==> config.mk <==
export PLATFORM = sky130hd
export DESIGN_NAME = spi_arbiter
export DESIGN_NICKNAME = d
export VERILOG_FILES = /design/src/rtl/spi_arbiter.sv
export SDC_FILE = /design/constraint.sdc
export NUM_CORES = 1
export LEC_CHECK = 0
export ABC_AREA = 1
export ABC_CLOCK_PERIOD_IN_PS = 3100
export CORE_ASPECT_RATIO = 1.1
export CORE_MARGIN = 8
export CORE_UTILIZATION = 51
export CTS_BUF_LIST = sky130_fd_sc_hd__clkbuf_8
export DETAILED_ROUTE_END_ITERATION = 8
export GPL_ROUTABILITY_DRIVEN = 0
export GPL_TIMING_DRIVEN = 1
export PLACE_DENSITY = 0.85
export SETUP_SLACK_MARGIN = 0.5
export SLEW_MARGIN = 20
export SYNTH_ARGS = -nofsm -noshare
export SYNTH_HDL_FRONTEND = slang
export SYNTH_SLANG_ARGS = --single-unit
export TNS_END_PERCENT = 10
==> constraint.sdc <==
create_clock -name Clk_i -period 3.1 [get_ports Clk_i]
set_input_delay 0.93 -clock Clk_i [delete_from_list [all_inputs] [get_ports Clk_i]]
set_output_delay 0.93 -clock Clk_i [all_outputs]
set_load 0.05 [all_outputs]
==> src/rtl/spi_arbiter.sv <==
// Round-robin arbiter sharing one SPI byte-master among NREQ requesters,
// with burst locking via Last_i and a watchdog that aborts a stalled transfer.
module spi_arbiter #(
  parameter int          NREQ    = 4,
  parameter logic [15:0] TIMEOUT = 16'd2048
) (
  input  logic              Clk_i,
  input  logic              Rst_ni,
  input  logic [NREQ-1:0]   Req_i,
  input  logic [NREQ-1:0]   Last_i,
  input  logic [2*NREQ-1:0] Ss_i,
  input  logic [8*NREQ-1:0] Data_i,
  output logic [NREQ-1:0]   Gnt_o,
  output logic [NREQ-1:0]   Done_o,
  output logic [7:0]        Rdata_o,
  output logic              Err_o,
  output logic              Busy_o,
  output logic              Strobe_o,
  output logic [1:0]        SsOut_o,
  output logic [7:0]        ToXmit_o,
  input  logic              Ready_i,
  input  logic [7:0]        Rcvd_i
);

  localparam int PW = (NREQ > 1) ? $clog2(NREQ) : 1;

  typedef enum logic [1:0] {IDLE, STB, WAIT, HOLD} state_e;

  state_e          state_q, state_d;
  logic [PW-1:0]   ptr_q, ptr_d;
  logic [PW-1:0]   owner_q, owner_d;
  logic            last_q, last_d;
  logic [7:0]      xmit_q, xmit_d;
  logic [1:0]      ss_q, ss_d;
  logic [7:0]      rdata_q, rdata_d;
  logic [NREQ-1:0] done_q, done_d;
  logic [15:0]     wdog_q, wdog_d;
  logic            ready_q;

  logic [PW-1:0]   win, sel;
  logic            found, accept, rise, timeout, wd_abort;

  // Search starts just past the last owner so every requester gets a turn.
  always_comb begin
    int idx;
    found = 1'b0;
    win   = '0;
    idx   = 0;
    for (int k = 1; k <= NREQ; k++) begin
      idx = int'(ptr_q) + k;
      if (idx >= NREQ) idx = idx - NREQ;
      if (!found && Req_i[idx]) begin
        found = 1'b1;
        win   = PW'(idx);
      end
    end
  end

  // No acceptance while Done_o pulses, so grant and done never coincide.
  assign sel      = (state_q == HOLD) ? owner_q : win;
  assign accept   = Rst_ni && (done_q == '0) &&
                    (((state_q == IDLE) && found) ||
                     ((state_q == HOLD) && Req_i[owner_q]));
  assign rise     = Ready_i && !ready_q;
  assign timeout  = (wdog_q == TIMEOUT);
  assign wd_abort = timeout && (((state_q == WAIT) && !rise) ||
                                ((state_q == HOLD) && !accept));

  always_ff @(posedge Clk_i or negedge Rst_ni) begin
    if (!Rst_ni) begin
      state_q <= IDLE;
      ptr_q   <= PW'(NREQ - 1);
      owner_q <= '0;
      last_q  <= 1'b0;
      xmit_q  <= 8'h00;
      ss_q    <= 2'd0;
      rdata_q <= 8'h00;
      done_q  <= '0;
      wdog_q  <= 16'd0;
      ready_q <= 1'b0;
    end else begin
      state_q <= state_d;
      ptr_q   <= ptr_d;
      owner_q <= owner_d;
      last_q  <= last_d;
      xmit_q  <= xmit_d;
      ss_q    <= ss_d;
      rdata_q <= rdata_d;
      done_q  <= done_d;
      wdog_q  <= wdog_d;
      ready_q <= Ready_i;
    end
  end

  always_comb begin
    state_d = state_q;
    ptr_d   = ptr_q;
    owner_d = owner_q;
    last_d  = last_q;
    xmit_d  = xmit_q;
    ss_d    = ss_q;
    rdata_d = rdata_q;
    done_d  = '0;
    wdog_d  = wdog_q;
    case (state_q)
      IDLE, HOLD: begin
        if (accept) begin
          owner_d = sel;
          xmit_d  = Data_i[8*int'(sel) +: 8];
          ss_d    = Ss_i[2*int'(sel) +: 2];
          last_d  = Last_i[sel];
          state_d = STB;
        end else if (state_q == HOLD) begin
          if (wd_abort) begin
            ptr_d   = owner_q;
            state_d = IDLE;
          end else begin
            wdog_d = wdog_q + 16'd1;
          end
        end
      end
      STB: begin
        wdog_d  = 16'd0;
        state_d = WAIT;
      end
      WAIT: begin
        // Only a rising Ready_i counts; a level left over from before STB is ignored.
        if (rise) begin
          rdata_d         = Rcvd_i;
          done_d[owner_q] = 1'b1;
          if (last_q) begin
            ptr_d   = owner_q;
            state_d = IDLE;
          end else begin
            wdog_d  = 16'd0;
            state_d = HOLD;
          end
        end else if (wd_abort) begin
          ptr_d   = owner_q;
          state_d = IDLE;
        end else begin
          wdog_d = wdog_q + 16'd1;
        end
      end
      default: state_d = IDLE;
    endcase
  end

  always_comb begin
    Gnt_o    = accept ? (NREQ'(1) << sel) : '0;
    Err_o    = wd_abort;
    Strobe_o = (state_q == STB);
    Busy_o   = (state_q != IDLE);
    Done_o   = done_q;
    Rdata_o  = rdata_q;
    ToXmit_o = xmit_q;
    SsOut_o  = ss_q;
  end

endmodule

==> results.ini, run 1 <==
[sta]
layout_worst_path_cycle_share_pct=103
rsz0062_at_grt=true
tightestPinTransition_ns=0.586
final_max_slew_viol_count=0
tns_ns=-0.343
finalHoldViolCount=0
finalSetupViolations=5
layout_setup_ws_ns=-0.0800
clock_skew_ns=0.00784
fin_crit_ns=3.18
slew-limit-headroom_pct=61.0
max_freq_ghz=0.314

[synth]
synthXorXnorAreaFrac_pct=3.07
ys_ff_latch=46
synth_top_flop_cell=dfrtp_1
syn_inst=499
synth_fa_ha_area_share_pct=2.56
synth_top_family_by_area=simple AND/OR/NAND/NOR gates
synthesis.area_sq_um=3420
synth_seq_area_share_pct=33.7
async_flop_share_pct=100
synth_edf_count=0
synth.lib_cells_used.distinct=33
synth_area_per_cell_sq_um=6.85
synthSimpleGateAreaFrac_pct=43.4
muxShareOfSynthArea_pct=0
ys.warnings.count=0
synth-compound-area-share_pct=8.34
syn_nets=565

[floorplanning]
start_util_pct=52.2
core_sq_um=6560
die_x_um=94.1
die-height_um=102
num_io_pins=88
row_count=31
die_area_sq_um=9580

[run_status]
violations=setup timing
outcome=complete, but fails checks

[power]
power_mw=5.52
leakage_nw=2.35
vdd_drop_max_mv=1.53
powerDensity_nw_per_um2=1130

[drt]
drt-initial-drc-count=163
routed_wl_um=9880
drt_first_pass_iters=5
drc=0
vias=3597
drt-vias-per-instance=5.24
avgRoutedWirePerCell_um=14.4
ant_nets=0

[clocking]
clockRootBuffer=clkbuf_8
cts.sinks=46
cts_hold_buf=0
cts_made_buffers=5
htreeDepth=2
clock_latency_ns=0.30
clkTransAtPathRegs_ns=0.08
cts_buffer_depth=2
cts_tree=yes

[critical_path]
slowest_stage=nor3_4
crit_chain=buf_8, inv_4, nand2_2, nand2_1, nor2_2, nor2_2, nand3_4, nand2_2, nand2_2, nand2_4, buf_12, nor3_4, buf_12
start_kind=input port
slowest_delay_ns=0.21
critPathMaxFanout=4
cpMostUsedCell=nand2_2
worstSetupPathType=input port to output pin
cp.arrival_ns=2.25
end_kind=output pin
required_ns=2.17

[global_route]
met2_usage_pct=37.3
grt_usage_pct=21.3
grt_use_met3_pct=3.82
antenna_found_initial=0
grt_pass1_wl_um=16700
grt-busiest-layer=met2
gr-total-overflow=0
grt_max_degree=47
grt_pass1_vias=3540
use_met1_pct=25.6

[finish]
final_common_cell=nand2_1
drive_gt1_share_pct=21.8
finish.utilization_pct=74.3
final_cell_mix=nand2_1 (183), clkdlybuf4s50_1 (75), dfrtp_1 (44)
syn_to_final_growth_pct=42.4
stdcell_area_sq_um=4870
nets=670
diodes=0

[placement]
numPortBuffers=87
placed_area_sq_um=4680
dp_hpwl_um=7650

[job]
max_cap_viol_count=0

[min_path]
min_path_type=register to register

## power breakdown
part	internal, mW	switching (mW)
registers	0.799	0.144
logic	1.46	2.68
clock network	0.237	0.205
total	2.49	3.03
## final timing paths
path,start,end,slack (ns),cells after the start
min in group asynchronous,Rst_ni,wdog_q[12]$_DFFE_PN0P_,0.79,2
worst min-delay path,Rdata_o[2]$_DFFE_PN0P_,Rdata_o[2]$_DFFE_PN0P_,0.48,2
worst min register to register,Rdata_o[2]$_DFFE_PN0P_,Rdata_o[2]$_DFFE_PN0P_,0.48,2
worst max-delay path,Req_i[3],Gnt_o[3],-0.08,13
worst max register to register,ptr_q[0]$_DFFE_PN1P_,owner_q[0]$_DFFE_PN0P_,0.81,15
max in group asynchronous,Rst_ni,ToXmit_o[2]$_DFFE_PN0P_,1.88,2
## layout make-up
class                   instances  area, sq um
flip-flops and latches         46         1150
clock buffers                   5         68.8
repair buffers                117         1160
clock inverters                 3         40.0
multi-input cells             388         2140
well taps                      82          103
fillers                       482         1690
inverters                      46          203
## metal layers
layer | up-vias | part of all wire (%)
met5 | - | 0
met4 | 0 | 2.5
met3 | 18 | 6.9
met2 | 120 | 50
met1 | 1658 | 41
li1 | 1801 | -
## critical path, delay by kind of cell
family | cells | cell delay, ns
buffers and inverters | 4 | 0.43
and+or+nand+nor | 9 | 0.88
## kinds of logic after synthesis
logic type / count (synthesis)
and+or+nand+nor: 329
buffers and inverters: 65
DFF: 46
AOI/OAI and AO/OA: 40
xor gates and xnor gates: 12
adders and majority gates: 7
## synth_stat cells, drive strengths merged, types with 2 or more instances
cell	number	area, sq um
o22ai	3	25.0
inv	44	168
clkbuf	8	30.0
nor4	11	68.8
clkinv	2	12.5
nand3	43	233
nor2	36	154
xor2	12	105
o21ai	34	241
a21oi	2	10.0
dfrtp	44	1100
nand4	7	58.8
nand2	212	868
dfstp	2	52.6
nor3	20	100
ha	7	87.6
buf	11	95.1
## metrics by stage
stage / cells / hold slack [ns] / setup WS [ns]
after floorplan: 499 / 0.490 / -0.0826
after global placement: 676 / 0.456 / -0.577
after detailed placement: 676 / 0.458 / -0.634
after CTS: 687 / 0.479 / -0.0570
after global routing: 687 / 0.493 / -0.157
final: 687 / 0.476 / -0.0800
## sequential cells by signal, indices dropped and copies added (netlist names), 2 cells and up
| register | flops |
|---|---|
| ptr_q | 2 |
| wdog_q | 16 |
| owner_q | 2 |
| state_q | 2 |
| Rdata_o | 8 |
| ToXmit_o | 8 |
| SsOut_o | 2 |
| Done_o | 4 |
## repair_timing
item | CTS | global route
endpoints found under the setup margin | 39 | 7
resized for setup | 43 | 4
buffers inserted | 3 | 0
pin swaps | 9 | 0
endpoints found under the hold margin | 0 | 0
Power figures use the tool's default switching activity.
==> run 2, diff against run 1 <==
Settings changed: CORE_MARGIN 8 to 1.5.
==> results.ini, run 2 (synthesized netlist as in run 1, its figures left out) <==
[run_status]
outcome=complete, but fails checks
violations=setup timing

[drt]
drt-initial-drc-count=215  ; +32%
ant_nets=0  ; unchanged
avgRoutedWirePerCell_um=15.1  ; +5.3%
drt_first_pass_iters=5  ; unchanged
drt-vias-per-instance=5.30  ; +1.3%
drc=0  ; unchanged
routed_wl_um=10500  ; +6.1%
vias=3669  ; +2.0%

[global_route]
grt_usage_pct=28.1  ; +6.7 points
antenna_found_initial=0  ; unchanged
grt_pass1_vias=3350  ; -5.4%
grt_pass1_wl_um=15700  ; -6.2%
grt_max_degree=47  ; unchanged
gr-total-overflow=0  ; unchanged

[floorplanning]
row_count=31  ; unchanged
die-height_um=88.9  ; -13%
start_util_pct=52.5  ; +0.31 points
die_x_um=81.1  ; -14%
die_area_sq_um=7210  ; -25%
num_io_pins=88  ; unchanged
core_sq_um=6520  ; -0.59%

[min_path]
min_path_type=register to register

[clocking]
clkTransAtPathRegs_ns=0.09  ; about the same
cts_hold_buf=0  ; unchanged
cts_buffer_depth=2  ; unchanged
clock_latency_ns=0.30  ; about the same
cts_made_buffers=5  ; unchanged
cts.sinks=46  ; unchanged
clockRootBuffer=clkbuf_8
htreeDepth=2  ; unchanged
cts_tree=yes

[finish]
largest-register=wdog_q
multi_input_area_sq_um=2200  ; +2.8%
nFillCells=473  ; -1.9%
drive_gt1_share_pct=23.4  ; +1.6 points
final_common_cell=nand2_1
largest_register_ff_count=16  ; unchanged
regArea_sq_um=1150  ; unchanged
syn_to_final_growth_pct=44.9
stdcell_area_sq_um=4950  ; +1.7%
final_cell_mix=nand2_1 (177), clkdlybuf4s50_1 (75), dfrtp_1 (44)
stdcell_count=692  ; +0.73%
nets=675  ; +0.75%
diodes=0  ; unchanged

[sta]
final_max_slew_viol_count=0  ; unchanged
rsz0062_at_grt=true
finalSetupViolations=5  ; unchanged
fin_crit_ns=3.27  ; +0.0869 ns
max_freq_ghz=0.306  ; -2.7%
finalHoldViolCount=0  ; unchanged
tightestPinTransition_ns=0.593  ; +0.00729 ns
layout_worst_path_cycle_share_pct=105  ; +2.8 points
slew-limit-headroom_pct=60.5  ; -0.49 points
clock_skew_ns=0.00726  ; -0.000581 ns
layout_setup_ws_ns=-0.167  ; -0.0869 ns

[critical_path]
cp.arrival_ns=2.34  ; +0.09 ns
required_ns=2.17  ; about the same
rrSetupSlack_ns=0.68  ; -0.13 ns
critPathMaxFanout=6  ; +2
end_kind=output pin
start_kind=register
worstSetupPathType=register to output pin

[job]
max_cap_viol_count=0  ; unchanged

[placement]
dp_hpwl_um=7080  ; -7.4%
placed_area_sq_um=4680  ; unchanged
place_inst=676  ; unchanged
numPortBuffers=87  ; unchanged

[power]
powerDensity_nw_per_um2=1170  ; +3.2%
leakage_nw=2.39  ; +1.5%
vdd_drop_max_mv=1.16  ; -24%

-- run 2: worst paths after layout --
| path | start | end | cells past startpoint |
|---|---|---|---|
| setup / recovery | ptr_q[0]$_DFFE_PN1P_ | Gnt_o[2] | 13 |
| hold / removal | Rdata_o[3]$_DFFE_PN0P_ | Rdata_o[3]$_DFFE_PN0P_ | 2 |
| setup reg to reg | ptr_q[0]$_DFFE_PN1P_ | SsOut_o[1]$_DFFE_PN0P_ | 17 |
| hold reg to reg | Rdata_o[3]$_DFFE_PN0P_ | Rdata_o[3]$_DFFE_PN0P_ | 2 |
| max in group asynchronous | Rst_ni | wdog_q[7]$_DFFE_PN0P_ | 2 |
| min in group asynchronous | Rst_ni | wdog_q[9]$_DFFE_PN0P_ | 2 |
-- run 2: area by class of cell --
cell class / count / share of cell area [%]
repair buffers: 122 / 24.3
inverters: 46 / 4.19
clock buffers: 6 / 1.67
multi-input cells: 388 / 44.3
flip-flops and latches: 46 / 23.3
clock inverters: 2 / 0.177
well taps: 82 / 2.07
-- run 2: worst max-delay path, cell delays in order (launching register included) --
cell and delay (ns):
dfstp_2 0.66, buf_6 0.16, nand2_2 0.07, nand2_4 0.07
nand2_2 0.07, nand2_4 0.10, nor2_8 0.06, nand3_4 0.09
nand2_2 0.06, nand2_2 0.10, nand2_4 0.07, buf_12 0.14
nor3_4 0.21, buf_12 0.16
-- run 2: routing by layer --
metal	track usage, %	part of all wire [%]	vias up
li1	-	-	1813
met1	35.2	40	1696
met2	48.4	50	138
met3	5.26	7.0	22
met4	9.72	2.5	0
met5	0	0	-
-- run 2: metrics by stage --
stage	total power [mW]	util [%]	setup WS, ns	hold WS [ns]	setup TNS (ns)
after floorplan	3.96	-	-0.0826	0.490	-0.339
after global placement	4.91	71.9	-0.569	0.455	-2.81
after detailed placement	5.01	71.9	-0.642	0.458	-3.45
after CTS	5.47	73.9	-0.0911	0.479	-0.412
after global routing	6.22	76.0	-0.253	0.504	-1.19
final	5.80	76.0	-0.167	0.476	-0.678
-- run 2: power by group --
group	internal, mW	total, mW	switching (mW)
clock	0.177	0.376	0.199
sequential	0.799	0.961	0.162
combinational	1.62	4.47	2.84
total	2.60	5.80	3.20
-- run 2: what timing repair did --
item	CTS	global route
endpoints found under the setup margin	40	6
buffers inserted	3	5
pin swaps	13	17
gates resized for setup	36	26
